`config.mk`:
```
export PLATFORM = sky130hd
export DESIGN_NAME = stage_three_flat
export DESIGN_NICKNAME = d
export VERILOG_FILES = /design/src/rtl/stage_three_if.sv /design/src/rtl/stage_three.sv /design/src/flat_wrapper.sv
export SDC_FILE = /design/constraint.sdc
export NUM_CORES = 1
export LEC_CHECK = 0
export ABC_AREA = 1
export CAP_MARGIN = 0
export CORE_ASPECT_RATIO = 1.1
export CORE_UTILIZATION = 30
export DETAILED_ROUTE_END_ITERATION = 16
export PLACE_DENSITY = 0.68
export SETUP_SLACK_MARGIN = 0.15
export SLEW_MARGIN = 25
export SYNTH_ARGS = -nofsm -noshare
export SYNTH_HDL_FRONTEND = slang
export SYNTH_SLANG_ARGS = --single-unit
```
`constraint.sdc`:
```
create_clock -name clk -period 1.3 [get_ports clk]
set_input_delay 0.26 -clock clk [delete_from_list [all_inputs] [get_ports clk]]
set_output_delay 0.26 -clock clk [all_outputs]
set_load 0.01 [all_outputs]
```
`src/rtl/stage_three_if.sv`:
```
// stage_three_if -- memory bus between stage_three and the data memory.
//   mem_req   : access in progress (high for the whole ACCESS phase)
//   mem_we    : write strobe, qualifies mem_req for stores
//   mem_addr  : 16-bit word address
//   mem_wdata : 16-bit store data
//   mem_rdata : 16-bit load data, sampled on the ack cycle
//   mem_ack   : completion, one cycle
// master = stage_three, slave = memory.
interface stage_three_if;
    logic        mem_req;
    logic        mem_we;
    logic [15:0] mem_addr;
    logic [15:0] mem_wdata;
    logic [15:0] mem_rdata;
    logic        mem_ack;

    modport master (
        output mem_req, mem_we, mem_addr, mem_wdata,
        input  mem_rdata, mem_ack
    );

    modport slave (
        input  mem_req, mem_we, mem_addr, mem_wdata,
        output mem_rdata, mem_ack
    );
endinterface

```
`src/rtl/stage_three.sv`:
```
// stage_three -- memory / writeback pipeline stage.
//
// Non-memory ops pass straight to the registered writeback ports one cycle
// after capture. Loads and stores latch their operands into hold registers and
// sit in ACCESS, holding the upstream pipe through mem_stall, until the memory
// acks. Loads then write the returned data to the destination register.
//
// Ports:
//   clk, rst             clock, asynchronous active-low reset
//   halt_sys, stall      suppress capture; the stage emits a bubble
//   in_memc              00 none, 01 load, 10 store, 11 none
//   in_reg_wr, in_instr  destination write enable, [3:0] destination
//   in_alu               [15:0] result/address, [31:16] R0 value
//   in_R1_data, in_R0_en store data, R0 write enable
//   mem                  memory bus (stage_three_if.master)
//   mem_stall            upstream hold, high in every ACCESS cycle
//   wb_en/addr/data      register-file write port (registered)
//   wb_R0_en/wb_R0_data  R0 write port (registered)
//   mem_err              sticky access-timeout flag
//
// Build option: define MEM_TIMEOUT_EN to abort an access after TIMEOUT_CYCLES
// ACCESS cycles without ack. Without it, ACCESS waits indefinitely and mem_err
// is tied low.
module stage_three #(
    parameter int TIMEOUT_CYCLES = 16
) (
    input  logic                clk,
    input  logic                rst,
    input  logic                halt_sys,
    input  logic                stall,
    input  logic [1:0]          in_memc,
    input  logic                in_reg_wr,
    input  logic [31:0]         in_alu,
    input  logic [15:0]         in_R1_data,
    input  logic                in_R0_en,
    input  logic [7:0]          in_instr,
    stage_three_if.master       mem,
    output logic                mem_stall,
    output logic                wb_en,
    output logic [3:0]          wb_addr,
    output logic [15:0]         wb_data,
    output logic                wb_R0_en,
    output logic [15:0]         wb_R0_data,
    output logic                mem_err
);

    typedef enum logic {IDLE = 1'b0, ACCESS = 1'b1} state_t;

    localparam logic [1:0] MEMC_LOAD  = 2'b01;
    localparam logic [1:0] MEMC_STORE = 2'b10;

    state_t state, state_nxt;

    logic        accept;     // IDLE and not held off: inputs are consumed this edge
    logic        is_mem_op;
    logic        timeout;    // last allowed ACCESS cycle passed without ack
    logic        in_access;

    logic [15:0] h_addr;
    logic [15:0] h_wdata;
    logic [3:0]  h_dest;
    logic        h_reg_wr;
    logic        h_store;

    assign in_access = (state == ACCESS);
    assign accept    = (state == IDLE) && !stall && !halt_sys;
    assign is_mem_op = (in_memc == MEMC_LOAD) || (in_memc == MEMC_STORE);

    // ------------------------------------------------------------------
    // Optional access timeout
    // ------------------------------------------------------------------
`ifdef MEM_TIMEOUT_EN
    localparam int CNT_W = $clog2(TIMEOUT_CYCLES + 1);

    logic [CNT_W-1:0] to_cnt;
    logic             unused_bits;

    // Fires in the TIMEOUT_CYCLES-th ACCESS cycle if no ack arrives; an ack
    // in that same cycle wins and completes normally.
    assign timeout = in_access && !mem.mem_ack &&
                     (to_cnt == CNT_W'(TIMEOUT_CYCLES - 1));

    always_ff @(posedge clk or negedge rst) begin
        if (!rst)
            to_cnt <= '0;
        else if (!in_access)
            to_cnt <= '0;
        else if (!mem.mem_ack)
            to_cnt <= to_cnt + CNT_W'(1);
    end

    always_ff @(posedge clk or negedge rst) begin
        if (!rst)
            mem_err <= 1'b0;
        else if (timeout)
            mem_err <= 1'b1;
    end

    assign unused_bits = ^in_instr[7:4];
`else
    logic unused_bits;

    assign timeout     = 1'b0;
    assign mem_err     = 1'b0;
    assign unused_bits = (^in_instr[7:4]) ^ (TIMEOUT_CYCLES > 0);
`endif

    // ------------------------------------------------------------------
    // FSM
    // ------------------------------------------------------------------
    always_ff @(posedge clk or negedge rst) begin
        if (!rst)
            state <= IDLE;
        else
            state <= state_nxt;
    end

    always_comb begin
        state_nxt = state;
        case (state)
            IDLE:    if (accept && is_mem_op)      state_nxt = ACCESS;
            ACCESS:  if (mem.mem_ack || timeout)   state_nxt = IDLE;
            default:                               state_nxt = IDLE;
        endcase
    end

    // ------------------------------------------------------------------
    // Hold registers: loaded only when a memory op is accepted, so the bus
    // stays stable for the whole access regardless of upstream activity.
    // ------------------------------------------------------------------
    always_ff @(posedge clk or negedge rst) begin
        if (!rst) begin
            h_addr   <= '0;
            h_wdata  <= '0;
            h_dest   <= '0;
            h_reg_wr <= 1'b0;
            h_store  <= 1'b0;
        end else if (accept && is_mem_op) begin
            h_addr   <= in_alu[15:0];
            h_wdata  <= in_R1_data;
            h_dest   <= in_instr[3:0];
            h_reg_wr <= in_reg_wr;
            h_store  <= (in_memc == MEMC_STORE);
        end
    end

    // Bus outputs decode from the state register, so an asynchronous reset
    // drops mem_req immediately.
    assign mem.mem_req   = in_access;
    assign mem.mem_we    = in_access && h_store;
    assign mem.mem_addr  = in_access ? h_addr  : 16'h0000;
    assign mem.mem_wdata = in_access ? h_wdata : 16'h0000;
    assign mem_stall     = in_access;

    // ------------------------------------------------------------------
    // Writeback registers. Enables default low every cycle (a bubble);
    // address/data only change when a real write is produced.
    // ------------------------------------------------------------------
    always_ff @(posedge clk or negedge rst) begin
        if (!rst) begin
            wb_en      <= 1'b0;
            wb_addr    <= '0;
            wb_data    <= '0;
            wb_R0_en   <= 1'b0;
            wb_R0_data <= '0;
        end else begin
            wb_en    <= 1'b0;
            wb_R0_en <= 1'b0;
            case (state)
                IDLE: begin
                    if (accept && !is_mem_op) begin
                        wb_en      <= in_reg_wr;
                        wb_addr    <= in_instr[3:0];
                        wb_data    <= in_alu[15:0];
                        wb_R0_en   <= in_R0_en;
                        wb_R0_data <= in_alu[31:16];
                    end
                end
                ACCESS: begin
                    // Stores and timeouts leave the enables low.
                    if (mem.mem_ack && !h_store) begin
                        wb_en   <= h_reg_wr;
                        wb_addr <= h_dest;
                        wb_data <= mem.mem_rdata;
                    end
                end
                default: ;
            endcase
        end
    end

endmodule

```
`src/flat_wrapper.sv`:
```
// flat-port wrapper written by rule: the top's interface ports become plain ports
module stage_three_flat 
#(
    parameter int TIMEOUT_CYCLES = 16
)
  (clk, rst, halt_sys, stall, in_memc, in_reg_wr, in_alu, in_R1_data, in_R0_en, in_instr, mem_stall, wb_en, wb_addr, wb_data, wb_R0_en, wb_R0_data, mem_err, mem_mem_req, mem_mem_we, mem_mem_addr, mem_mem_wdata, mem_mem_rdata, mem_mem_ack);
  stage_three_if mem_i ();
  input  logic clk;
  input  logic rst;
  input  logic halt_sys;
  input  logic stall;
  input  logic [1:0] in_memc;
  input  logic in_reg_wr;
  input  logic [31:0] in_alu;
  input  logic [15:0] in_R1_data;
  input  logic in_R0_en;
  input  logic [7:0] in_instr;
  output logic mem_stall;
  output logic wb_en;
  output logic [3:0] wb_addr;
  output logic [15:0] wb_data;
  output logic wb_R0_en;
  output logic [15:0] wb_R0_data;
  output logic mem_err;
  output wire logic [$bits(mem_i.mem_req)-1:0] mem_mem_req;
  output wire logic [$bits(mem_i.mem_we)-1:0] mem_mem_we;
  output wire logic [$bits(mem_i.mem_addr)-1:0] mem_mem_addr;
  output wire logic [$bits(mem_i.mem_wdata)-1:0] mem_mem_wdata;
  input wire logic [$bits(mem_i.mem_rdata)-1:0] mem_mem_rdata;
  input wire logic [$bits(mem_i.mem_ack)-1:0] mem_mem_ack;
  assign mem_mem_req = mem_i.mem_req;
  assign mem_mem_we = mem_i.mem_we;
  assign mem_mem_addr = mem_i.mem_addr;
  assign mem_mem_wdata = mem_i.mem_wdata;
  assign mem_i.mem_rdata = mem_mem_rdata;
  assign mem_i.mem_ack = mem_mem_ack;
  stage_three #(.TIMEOUT_CYCLES(TIMEOUT_CYCLES)) u_core (.clk(clk), .rst(rst), .halt_sys(halt_sys), .stall(stall), .in_memc(in_memc), .in_reg_wr(in_reg_wr), .in_alu(in_alu), .in_R1_data(in_R1_data), .in_R0_en(in_R0_en), .in_instr(in_instr), .mem(mem_i), .mem_stall(mem_stall), .wb_en(wb_en), .wb_addr(wb_addr), .wb_data(wb_data), .wb_R0_en(wb_R0_en), .wb_R0_data(wb_R0_data), .mem_err(mem_err));
endmodule
```
After elaboration in Yosys (flattened, before gate mapping)
Cells that the tools add are included.
{ "op_classes": {"muxes": 16, "shifts": 0, "n_div": 0, "eq_ne": 4, "order_cmp": 0, "reduce_logical": 13, "n_bitwise": 1, "mul": 0, "addsub": 0} }
{ "ops": {"columns": ["op", "count"], "rows": [
  ["2-to-1 mux 16 bit", 4],
  ["case mux 16 bit (2 select lines)", 1],
  ["2-to-1 mux 4 bit", 2],
  ["case mux 4 bit (2 select lines)", 1],
  ["logical AND 1 bit", 6],
  ["2-to-1 mux 1 bit", 6],
  ["zero test 1 bit", 4],
  ["!= test 2 bit, second input constant", 2],
  ["case mux 1 bit (2 select lines)", 2],
  ["AND reduction 2 bit", 2],
  ["equality test 2 x 1 -> 1 bit, second input constant", 1],
  ["equality test 2 bit, second input constant", 1],
  ["logical OR 1 bit", 1],
  ["inverter 1 bit", 1]
]} }
{ "totals": {"out_inout_bits": 74, "ram_bits": 0, "wordCells": 45, "in_bits": 81, "n_memories": 0, "reg_bits": 77, "latchBits": 0, "romBits": 0} }

Depth between registers and ports, before layout
Gate-level depths: netlist of the first run.
{ "logic_depth": {"ltp_word": 6, "mapped_depth": 7, "ltp_nobuf": 6} }

Worst setup path after synthesis of the first run
OpenSTA, ideal clock, no wires.
{ "synth_timing": {"kind": "input to register", "from": "in in_memc[0]", "to": "reg u_core.h_addr[12]", "setup_time_ns": 0.130, "slack_ns": 0.020, "n_path_buf": 2, "t_required_ns": 1.170, "path_stages": 7, "arrival_time_ns": 1.150, "path_cell_list": "inv_1 > ha_1 > nand3b_4 > buf_6 > buf_6 > nand2_1 > o21ai_1"} }
{ "synth_between": {"elab_chain_len": 3, "word_cells_on_any_way": 4, "classes_between": "eq/ne (2); reduce/logical (2)"} }
{ "synth_lines": {"columns": ["item", "line", "rtl"], "rows": [
  ["start: declaration", "flat_wrapper.sv:12", "input logic [1:0] in_memc;"],
  ["equality test 2 x 1 -> 1 bit / equality test 2 bit (equally long branches)", "stage_three.sv:67", "assign is_mem_op = (in_memc == MEMC_LOAD) || (in_memc == MEMC_STORE);"],
  ["logical OR 1 bit (*)", "stage_three.sv:67", null],
  ["logical AND 1 bit (*)", "stage_three.sv:138", "end else if (accept && is_mem_op) begin"],
  ["end signal: assignment", "stage_three.sv:139", "h_addr <= in_alu[15:0];"],
  ["end: declaration", "stage_three.sv:59", "logic [15:0] h_addr;"]
]} }
Every way passes the cells marked *; elsewhere a longest branch is shown, timed or not.
A chain may end at the register's enable or synchronous reset.

Worst setup path in the final report of the first run
{ "layout_timing": {"from": "reg u_core.state (netlist: u_core.mem.mem_req)", "to": "out mem_mem_wdata[15]"} }
{ "layout_between": {"elab_chain_len": 1} }
{ "layout_lines": {"columns": ["item", "line", "rtl"], "rows": [
  ["start: declaration", "stage_three.sv:52", "state_t state, state_nxt;"],
  ["start signal: assignment", "stage_three.sv:115", "state <= state_nxt;"],
  ["2-to-1 mux 16 bit", "stage_three.sv:152", "assign mem.mem_wdata = in_access ? h_wdata : 16'h0000;"],
  ["end: declaration", "flat_wrapper.sv:28", "output wire logic [$bits(mem_i.mem_wdata)-1:0] mem_mem_wdata;"]
]} }
No other way between the ends.

==> results of run 1 <==
[final cells by class]
| cell class | count | area share [%] |
|---|---|---|
| tap | 150 | 2.56 |
| inverter | 93 | 4.77 |
| clock inverter | 5 | 1.03 |
| sequential | 77 | 26.4 |
| clock buffer | 10 | 3.27 |
| multi-input combinational | 251 | 24.9 |
| timing repair buffer | 237 | 37.1 |
[logic make-up (layout without fill, tap and decap cells)]
logic type | count (synthesis) | in the layout
AOI/OAI and AO/OA | 76 | 76
and+or+nand+nor | 173 | 173
buffers and inverters | 120 | 345
DFF | 77 | 77
other | 1 | 1
adders and majority gates | 1 | 1
[power by group]
part | internal (uW) | total [uW] | switching [uW]
clock | 1710 | 2670 | 958
combinational | 1970 | 3570 | 1610
sequential | 3030 | 3610 | 573
[what timing repair did]
item,in CTS,in global routing
pin swaps,16,13
endpoints found under the setup margin,150,133
resized for setup,433,160
gates cloned,17,7
buffers inserted,25,22
endpoints found under the hold margin,20,0
hold buffers,1,0
[sequential cells by signal (all words and copies together), names as in the netlist]
name and cells:
u_core.wb_R0_data 16, u_core.wb_data 16, u_core.h_dest 4, u_core.wb_addr 4, u_core.wb_en 1, u_core.mem.mem_req 1, u_core.h_wdata 16, u_core.h_store 1
u_core.wb_R0_en 1, u_core.h_addr 16, u_core.h_reg_wr 1
[critical path, stage by stage (launching register included)]
cell and delay [ns]:
dfrtp_2 0.44, buf_6 0.13, buf_6 0.12, clkbuf_16 0.15, nand2_2 0.05, inv_1 0.04
buf_2 0.13
[layer usage]
layer	wire, um	vias to the layer above	GRT usage, %	part of all wire (%)
met3	612	26	3.57	4.7
met2	6960	122	36.0	54
met5	0	-	0	0
met4	357	0	9.26	2.7
li1	-	1797	-	-
met1	5070	1818	23.2	39
[per-stage QoR]
step | total power (uW) | cells | hold slack, ns | utilization [%] | worst slack (ns)
after floorplan | 4430 | 448 | -0.0356 | - | 0.119
after global placement | 5800 | 736 | 0.176 | 46.1 | -0.355
after detailed placement | 5870 | 736 | 0.179 | 46.1 | -0.387
after CTS | 8960 | 794 | 0.383 | 55.9 | -0.347
after global routing | 10400 | 823 | 0.410 | 63.7 | -0.406
final | 9850 | 823 | 0.371 | 63.7 | -0.354
[worst paths after layout]
path	start	endpoint	cells past startpoint	slack, ns
max	u_core.mem.mem_req	mem_mem_wdata[15]	6	-0.35
min	rst	u_core.wb_R0_data[5]	2	0.37
max reg2reg	u_core.mem.mem_req	u_core.h_addr[13]	9	-0.34
min reg2reg	u_core.wb_R0_data[7]	u_core.wb_R0_data[7]	2	0.48
max in group asynchronous	rst	u_core.h_dest[2]	3	0.44
min in group clk	in_R1_data[8]	u_core.h_wdata[8]	3	0.46
[cells in the mapped netlist]
cell type  instances  share of area (%)
dfrtp_1           77                 54
nand3_1           21                3.0
nand2_1          148                 16
nand3b_4           1               0.56
ha_1               1               0.35
o21ai_0           28                3.9
clkbuf_1           5               0.53
clkbuf_2           1               0.14
conb_1             1               0.11
inv_1             93                9.8
nor2_4             1               0.32
buf_2             10                1.4
o22ai_1            1               0.18
buf_6              4                1.3
o21ai_1           47                6.6
nand3_4            1               0.49
buf_4              7                1.5
nor2_1             1               0.11
==> impl_metrics.py, run 1 <==
metrics = {
    "synthesis": {
        "avgSynthCellArea_um2": 7.94,
        "synth_top_family_by_area": "simple AND/OR/NAND/NOR gates",
        "yosysSeqAreaShare_pct": 54.1,
        "yosys_warnings": 0,
        "netlist_area_um2": 3560,
        "ys_ff_latch": 77,
        "synth_fa_ha_area_share_pct": 0.352,
        "synth_mux_area_share_pct": 0,
        "yosys.area_share.simple_pct": 20.0,
        "yosysUniqueCellTypes": 18,
        "syn_nets": 530,
        "synth_xor_area_share_pct": 0,
        "synth_compound_area_share_pct": 10.7,
        "netlist_instances": 448,
    },
    "worst_setup_path": {
        "arrival_ns": 1.39,
        "critPathRequiredTime_ns": 1.04,
        "cp-start-kind": "register",
        "critPathMaxFanout": 4,
        "path_class": "reg -> out",
        "crit_path_end_kind": "output port",
    },
    "clock_tree": {
        "numCtsBuffers": 9,
        "clk_latency_ns": 0.34,
        "clkTransAtPathRegs_ns": 0.06,
        "cts_tree": "built",
        "cts_sinks": 77,
        "cts_root_buf": "clkbuf_16",
        "htreeDepth": 3,
        "ctsLongestPathBuffers": 2,
    },
    "cells_and_area": {
        "multi_input_area_um2": 1820,
        "diodes": 0,
        "drive_gt1_share_pct": 51.9,
        "final_common_cell": "dfrtp_1",
        "final_cell_mix": "dfrtp_1 (76), clkdlybuf4s50_1 (75), nand2_1 (64)",
        "fin_area_um2": 7320,
        "fin_nets": 751,
        "seq_area_um2": 1930,
        "num-fill-cells": 897,
        "area_delta_synth_final_pct": 106,
    },
    "timing": {
        "fin_tns_setup_ns": -32.10,
        "period_share_pct": 127,
        "fin_ws_ns": -0.354,
        "hold_viol": 0,
        "grt_setup_unrepaired": "yes",
        "final_max_slew_viol_count": 0,
        "finClkSkew_ns": 0.00489,
        "setup_viol_count_final": 112,
        "max_freq_ghz": 0.605,
        "period_needed_ns": 1.65,
    },
    "routing": {
        "detail-route-antenna-nets": 0,
        "drt-vias-per-instance": 4.57,
        "routed_wl_mm": 13.0,
        "wl_per_cell_um": 15.8,
        "drc": 0,
        "dr.pass1.iters": 4,
        "drt-initial-drc-count": 184,
        "vias": 3763,
    },
    "global_routing": {
        "antenna_found_initial": 0,
        "grt_pass1_wl_mm": 18.8,
        "grt_use_total_pct": 20.0,
        "grt_overflow": 0,
        "grt_pass1_vias": 3741,
        "grt_max_degree": 37,
    },
    "placement": {
        "io_buffers": 149,
        "post-dp-hpwl_mm": 6.62,
        "routabilityCongestion": 0.764,
        "place_area_um2": 5300,
    },
    "die": {
        "rows": 41,
        "core-area_um2": 11500,
        "io_pins": 155,
        "start_util_pct": 31.0,
        "die_area_um2": 12300,
        "dieWidth_um": 106,
        "die_height_um": 116,
    },
    "run_status": {
        "status": "finished, violations left",
        "violations": "negative setup slack",
    },
    "power_and_ir_drop": {
        "vdd_drop_max_uv": 749,
        "p_leak_uw": 0.00402,
        "power_density_nw_per_um2": 1350,
    },
    "run": {
        "maxCapViolCount": 0,
    },
    "hold_path": {
        "min_path_type": "in -> async",
    },
}
Power figures use the tool's default switching activity.
==> run 2, diff against run 1 <==
--- a/config.mk
+++ b/config.mk
@@ -10,6 +10,8 @@
 export CORE_ASPECT_RATIO = 1.1
 export CORE_UTILIZATION = 30
 export DETAILED_ROUTE_END_ITERATION = 16
+export HOLD_SLACK_MARGIN = 0.03
+export MAX_ROUTING_LAYER = met4
 export PLACE_DENSITY = 0.68
 export SETUP_SLACK_MARGIN = 0.15
 export SLEW_MARGIN = 25
==> impl_metrics.py, run 2 (same netlist as run 1, synthesis figures left out) <==
metrics = {
    "run_status": {
        "status": "finished, violations left",
        "violations": "negative setup slack",
    },
    "global_routing": {
        "grt_pass1_vias": 3740,
        "grt_overflow": 0,
        "antenna_found_initial": 0,
        "grt_use_total_pct": 20.6,
        "grt_pass1_wl_mm": 18.9,
        "grt_max_degree": 37,
    },
    "cells_and_area": {
        "drive_gt1_share_pct": 51.9,
        "diodes": 0,
        "fin_nets": 751,
        "final_common_cell": "dfrtp_1",
        "area_delta_synth_final_pct": 106,
        "fin_util_pct": 63.7,
        "final_cell_mix": "dfrtp_1 (76), clkdlybuf4s50_1 (75), nand2_1 (64)",
    },
    "timing": {
        "max_freq_ghz": 0.604,
        "fin_tns_setup_ns": -32.29,
        "period_needed_ns": 1.65,
        "grt_setup_unrepaired": "yes",
        "finClkSkew_ns": 0.00451,
        "hold_viol": 0,
        "final_max_slew_viol_count": 0,
        "period_share_pct": 127,
        "hold_ws_ns": 0.372,
        "setup_viol_count_final": 112,
        "fin_ws_ns": -0.355,
    },
    "worst_setup_path": {
        "cp-start-kind": "register",
        "r2r_end": "u_core.h_addr[13]",
        "cp_num_buf_inv": 5,
        "crit_path_end": "mem_mem_addr[2]",
        "crit_cells": 6,
        "r2r_slack_ns": -0.34,
        "worstRegToRegCells": 9,
        "arrival_ns": 1.39,
        "critPathMaxFanout": 8,
        "cp-startpoint": "u_core.mem.mem_req",
        "r2r_start": "u_core.mem.mem_req",
        "cp_slowest_cell": "dfrtp_2",
        "path_class": "reg -> out",
        "cpPeakStageDelay_ns": 0.44,
        "cp_cell_sequence": "buf_12, buf_6, buf_12, nand2_4, inv_2, buf_6",
        "crit_path_end_kind": "output port",
        "critPathRequiredTime_ns": 1.04,
        "cpLargestDelayFamily": "buffers and inverters",
    },
    "die": {
        "core-area_um2": 11500,
        "rows": 41,
        "die_height_um": 116,
        "die_area_um2": 12300,
        "dieWidth_um": 106,
        "start_util_pct": 31.0,
        "io_pins": 155,
    },
    "placement": {
        "post-dp-hpwl_mm": 6.62,
        "routabilityCongestion": 0.774,
        "io_buffers": 149,
        "post-place-ws_ns": -0.387,
    },
    "run": {
        "maxCapViolCount": 0,
    },
    "hold_path": {
        "min_path_type": "in -> async",
    },
    "power_and_ir_drop": {
        "vdd_drop_max_uv": 752,
        "power_density_nw_per_um2": 1350,
        "p_leak_uw": 0.00402,
    },
    "clock_tree": {
        "cts_root_buf": "clkbuf_16",
        "ctsLongestPathBuffers": 2,
        "clk_latency_ns": 0.34,
        "numCtsBuffers": 9,
        "htreeDepth": 3,
        "cts_sinks": 77,
        "cts_tree": "built",
        "clkTransAtPathRegs_ns": 0.06,
    },
    "routing": {
        "drc": 0,
        "drt-initial-drc-count": 182,
        "routed_wl_mm": 13.0,
        "dr.pass1.iters": 4,
        "wl_per_cell_um": 15.8,
        "vias": 3754,
        "detail-route-antenna-nets": 0,
        "drt-vias-per-instance": 4.56,
    },
}
[run 2: worst min path at each step]
stage,from,endpoint,depth (start not counted),slack (ns)
floorplan,rst,u_core.h_addr[0],0,-0.04
global placement,rst,u_core.wb_R0_data[7],1,0.18
global route,rst,u_core.wb_R0_data[6],2,0.41
finish,rst,u_core.wb_R0_data[5],2,0.37
detailed placement,rst,u_core.wb_R0_data[7],1,0.18
CTS,rst,u_core.wb_R0_data[5],2,0.38
[run 2: worst register-to-register path: cells and delay by family, from the launching register on]
| kind | cells | cell delay [ns] |
|---|---|---|
| flip-flops | 1 | 0.44 |
| AO/OA/AOI/OAI | 1 | 0.07 |
| AND/OR/NAND/NOR | 3 | 0.29 |
| buffers and inverters | 5 | 0.73 |
[run 2: layer usage]
layer / part of all wire, % / wire, um / GRT usage (%)
met1: 39 / 5080 / 23.5
met2: 54 / 6980 / 36.1
met3: 4.7 / 614 / 3.24
met4: 2.6 / 334 / 9.26
met5: 0 / 0 / -
[run 2: power breakdown]
group | leakage, uW | total, uW | switching [uW] | internal [uW]
Combinational | 0.00290 | 3580 | 1610 | 1970
Sequential | 0.000965 | 3610 | 573 | 3030
Clock | 0.000158 | 2670 | 954 | 1710
Total | 0.00402 | 9850 | 3130 | 6710
[run 2: area by class of cell]
type	instances	area (um2)
clock buffer	10	239
clock inverter	5	75.1
fill	896	4170
inverter	93	349
multi-input combinational	251	1820
sequential	77	1930
tap	150	188
timing repair buffer	237	2720
[run 2: metrics by stage]
| stage | instances | total power (uW) | instance area (um2) |
|---|---|---|---|
| floorplan | 448 | 4430 | 3580 |
| finish | 823 | 9850 | 7320 |
| global placement | 736 | 5800 | 5300 |
| global route | 823 | 10400 | 7320 |
| detailed placement | 736 | 5870 | 5300 |
| CTS | 794 | 8960 | 6420 |
[run 2: repair_timing]
action / 4_1_cts / 5_1_grt
buffers inserted: 25 / 22
cloned: 17 / 7
gates resized for setup: 433 / 160
endpoints found under the hold margin: 20 / 0
hold buffers: 1 / 0
pin swaps: 16 / 13
setup endpoints to repair: 150 / 133
==> run 3, diff against run 2 <==
--- a/config.mk
+++ b/config.mk
@@ -14,6 +14,7 @@
 export MAX_ROUTING_LAYER = met4
 export PLACE_DENSITY = 0.68
 export SETUP_SLACK_MARGIN = 0.15
+export SKIP_CTS_REPAIR_TIMING = 1
 export SLEW_MARGIN = 25
 export SYNTH_ARGS = -nofsm -noshare
 export SYNTH_HDL_FRONTEND = slang
==> impl_metrics.py, run 3 (same netlist as run 1, synthesis figures left out) <==
metrics = {
    "clock_tree": {
        "clk_latency_ns": 0.33,
        "cts_root_buf": "clkbuf_16",
        "ctsLongestPathBuffers": 2,
        "numCtsBuffers": 9,
        "clkTransAtPathRegs_ns": 0.06,
        "htreeDepth": 3,
        "cts_sinks": 77,
        "cts_tree": "built",
    },
    "die": {
        "die_area_um2": 12300,
        "start_util_pct": 31.0,
        "die_height_um": 116,
        "io_pins": 155,
        "dieWidth_um": 106,
        "rows": 41,
        "core-area_um2": 11500,
    },
    "routing": {
        "routed_wl_mm": 10.4,
        "wl_per_cell_um": 13.4,
        "detail-route-antenna-nets": 0,
        "drt-initial-drc-count": 191,
        "drt-vias-per-instance": 4.36,
        "dr.pass1.iters": 4,
        "vias": 3394,
        "drc": 0,
    },
    "power_and_ir_drop": {
        "p_int_uw": 6020,
        "power_frac_clock_pct": 30.4,
        "combPwrFrac_pct": 29.3,
        "vdd_drop_max_uv": 717,
        "p_sw_share_pct": 30.2,
        "p_switching_uw": 2610,
        "p_leak_uw": 0.00335,
        "power_density_nw_per_um2": 1440,
        "finalPower_uw": 8630,
        "p_seq_share_pct": 40.2,
    },
    "global_routing": {
        "grt_max_degree": 42,
        "antenna_found_initial": 0,
        "grt_pass1_wl_mm": 15.0,
        "grt_pass1_vias": 3125,
        "grt_use_total_pct": 16.1,
        "grt_overflow": 0,
    },
    "placement": {
        "routabilityCongestion": 0.774,
        "io_buffers": 149,
        "post-dp-hpwl_mm": 6.62,
    },
    "hold_path": {
        "min_path_type": "in -> async",
    },
    "cells_and_area": {
        "seq_area_um2": 1930,
        "num-fill-cells": 1071,
        "drive_gt1_share_pct": 34.6,
        "diodes": 0,
        "area_delta_synth_final_pct": 69.0,
        "final_common_cell": "nand2_1",
        "fin_nets": 706,
        "multi_input_area_um2": 1380,
        "final_cell_mix": "nand2_1 (90), dfrtp_1 (76), clkdlybuf4s50_1 (75)",
    },
    "timing": {
        "setup_viol_count_final": 112,
        "fin_ws_ns": -0.283,
        "period_share_pct": 122,
        "hold_viol": 0,
        "grt_setup_unrepaired": "yes",
        "final_max_slew_viol_count": 0,
        "period_needed_ns": 1.58,
        "hold_ws_ns": 0.374,
        "finClkSkew_ns": 0.00422,
        "max_freq_ghz": 0.632,
    },
    "worst_setup_path": {
        "path_class": "reg -> out",
        "r2r_start": "u_core.mem.mem_req",
        "critPathRequiredTime_ns": 1.04,
        "cp-start-kind": "register",
        "arrival_ns": 1.32,
        "crit_path_end_kind": "output port",
        "cp-startpoint": "u_core.mem.mem_req",
        "critPathMaxFanout": 7,
    },
    "run_status": {
        "violations": "negative setup slack",
        "status": "finished, violations left",
    },
    "run": {
        "maxCapViolCount": 0,
    },
}
[run 3: layer usage]
metal | global-route usage (%) | wire length [um] | vias up
met3 | 3.18 | 561 | 17
met4 | 7.13 | 177 | 0
met5 | - | 0 | -
met2 | 25.8 | 5170 | 122
met1 | 19.9 | 4510 | 1561
li1 | - | - | 1694
[run 3: path summary, 6_finish.rpt]
kind                       cells past startpoint  slack [ns]                    to
min in group clk                               3        0.46       u_core.wb_R0_en
hold / removal                                 2        0.37  u_core.wb_R0_data[5]
setup / recovery                               5       -0.28      mem_mem_wdata[5]
setup reg to reg                               8       -0.22     u_core.wb_data[4]
max in group asynchronous                      3        0.45      u_core.h_dest[3]
hold reg to reg                                2        0.48  u_core.wb_R0_data[3]
[run 3: power groups by stage]
stage          Clock (uW)  Combinational, uW  Sequential, uW
4_1_cts              2690               2460            3390
5_1_grt              2800               2810            3540
3_5_place_dp            0               2450            3420
2_1_floorplan           0                908            3520
3_3_place_gp            0               2390            3410
6_report             2630               2530            3470
[run 3: critical path, cell delays in order, from the launching register on]
cell and delay, ns:
dfrtp_2 0.47, buf_12 0.17, buf_6 0.13, nand2_2 0.05, inv_1 0.04, buf_2 0.13
[run 3: layout make-up]
cell class                 instances  area share (%)
sequential                        77            32.1
timing repair buffer             192            30.8
multi-input combinational        251            23.0
inverter                          93            5.80
clock buffer                      10            3.97
tap                              150            3.12
clock inverter                     5            1.25
[run 3: metrics by stage]
stage | setup WS, ns | TNS, ns | instance area, um2 | instances | utilization (%)
after global routing | -0.322 | -31.17 | 6010 | 778 | 52.3
after CTS | -0.592 | -28.61 | 5610 | 751 | 48.8
after detailed placement | -0.387 | -33.13 | 5300 | 736 | 46.1
final | -0.283 | -23.27 | 6010 | 778 | 52.3
after floorplan | 0.119 | 0 | 3580 | 448 | -
after global placement | -0.355 | -31.08 | 5300 | 736 | 46.1
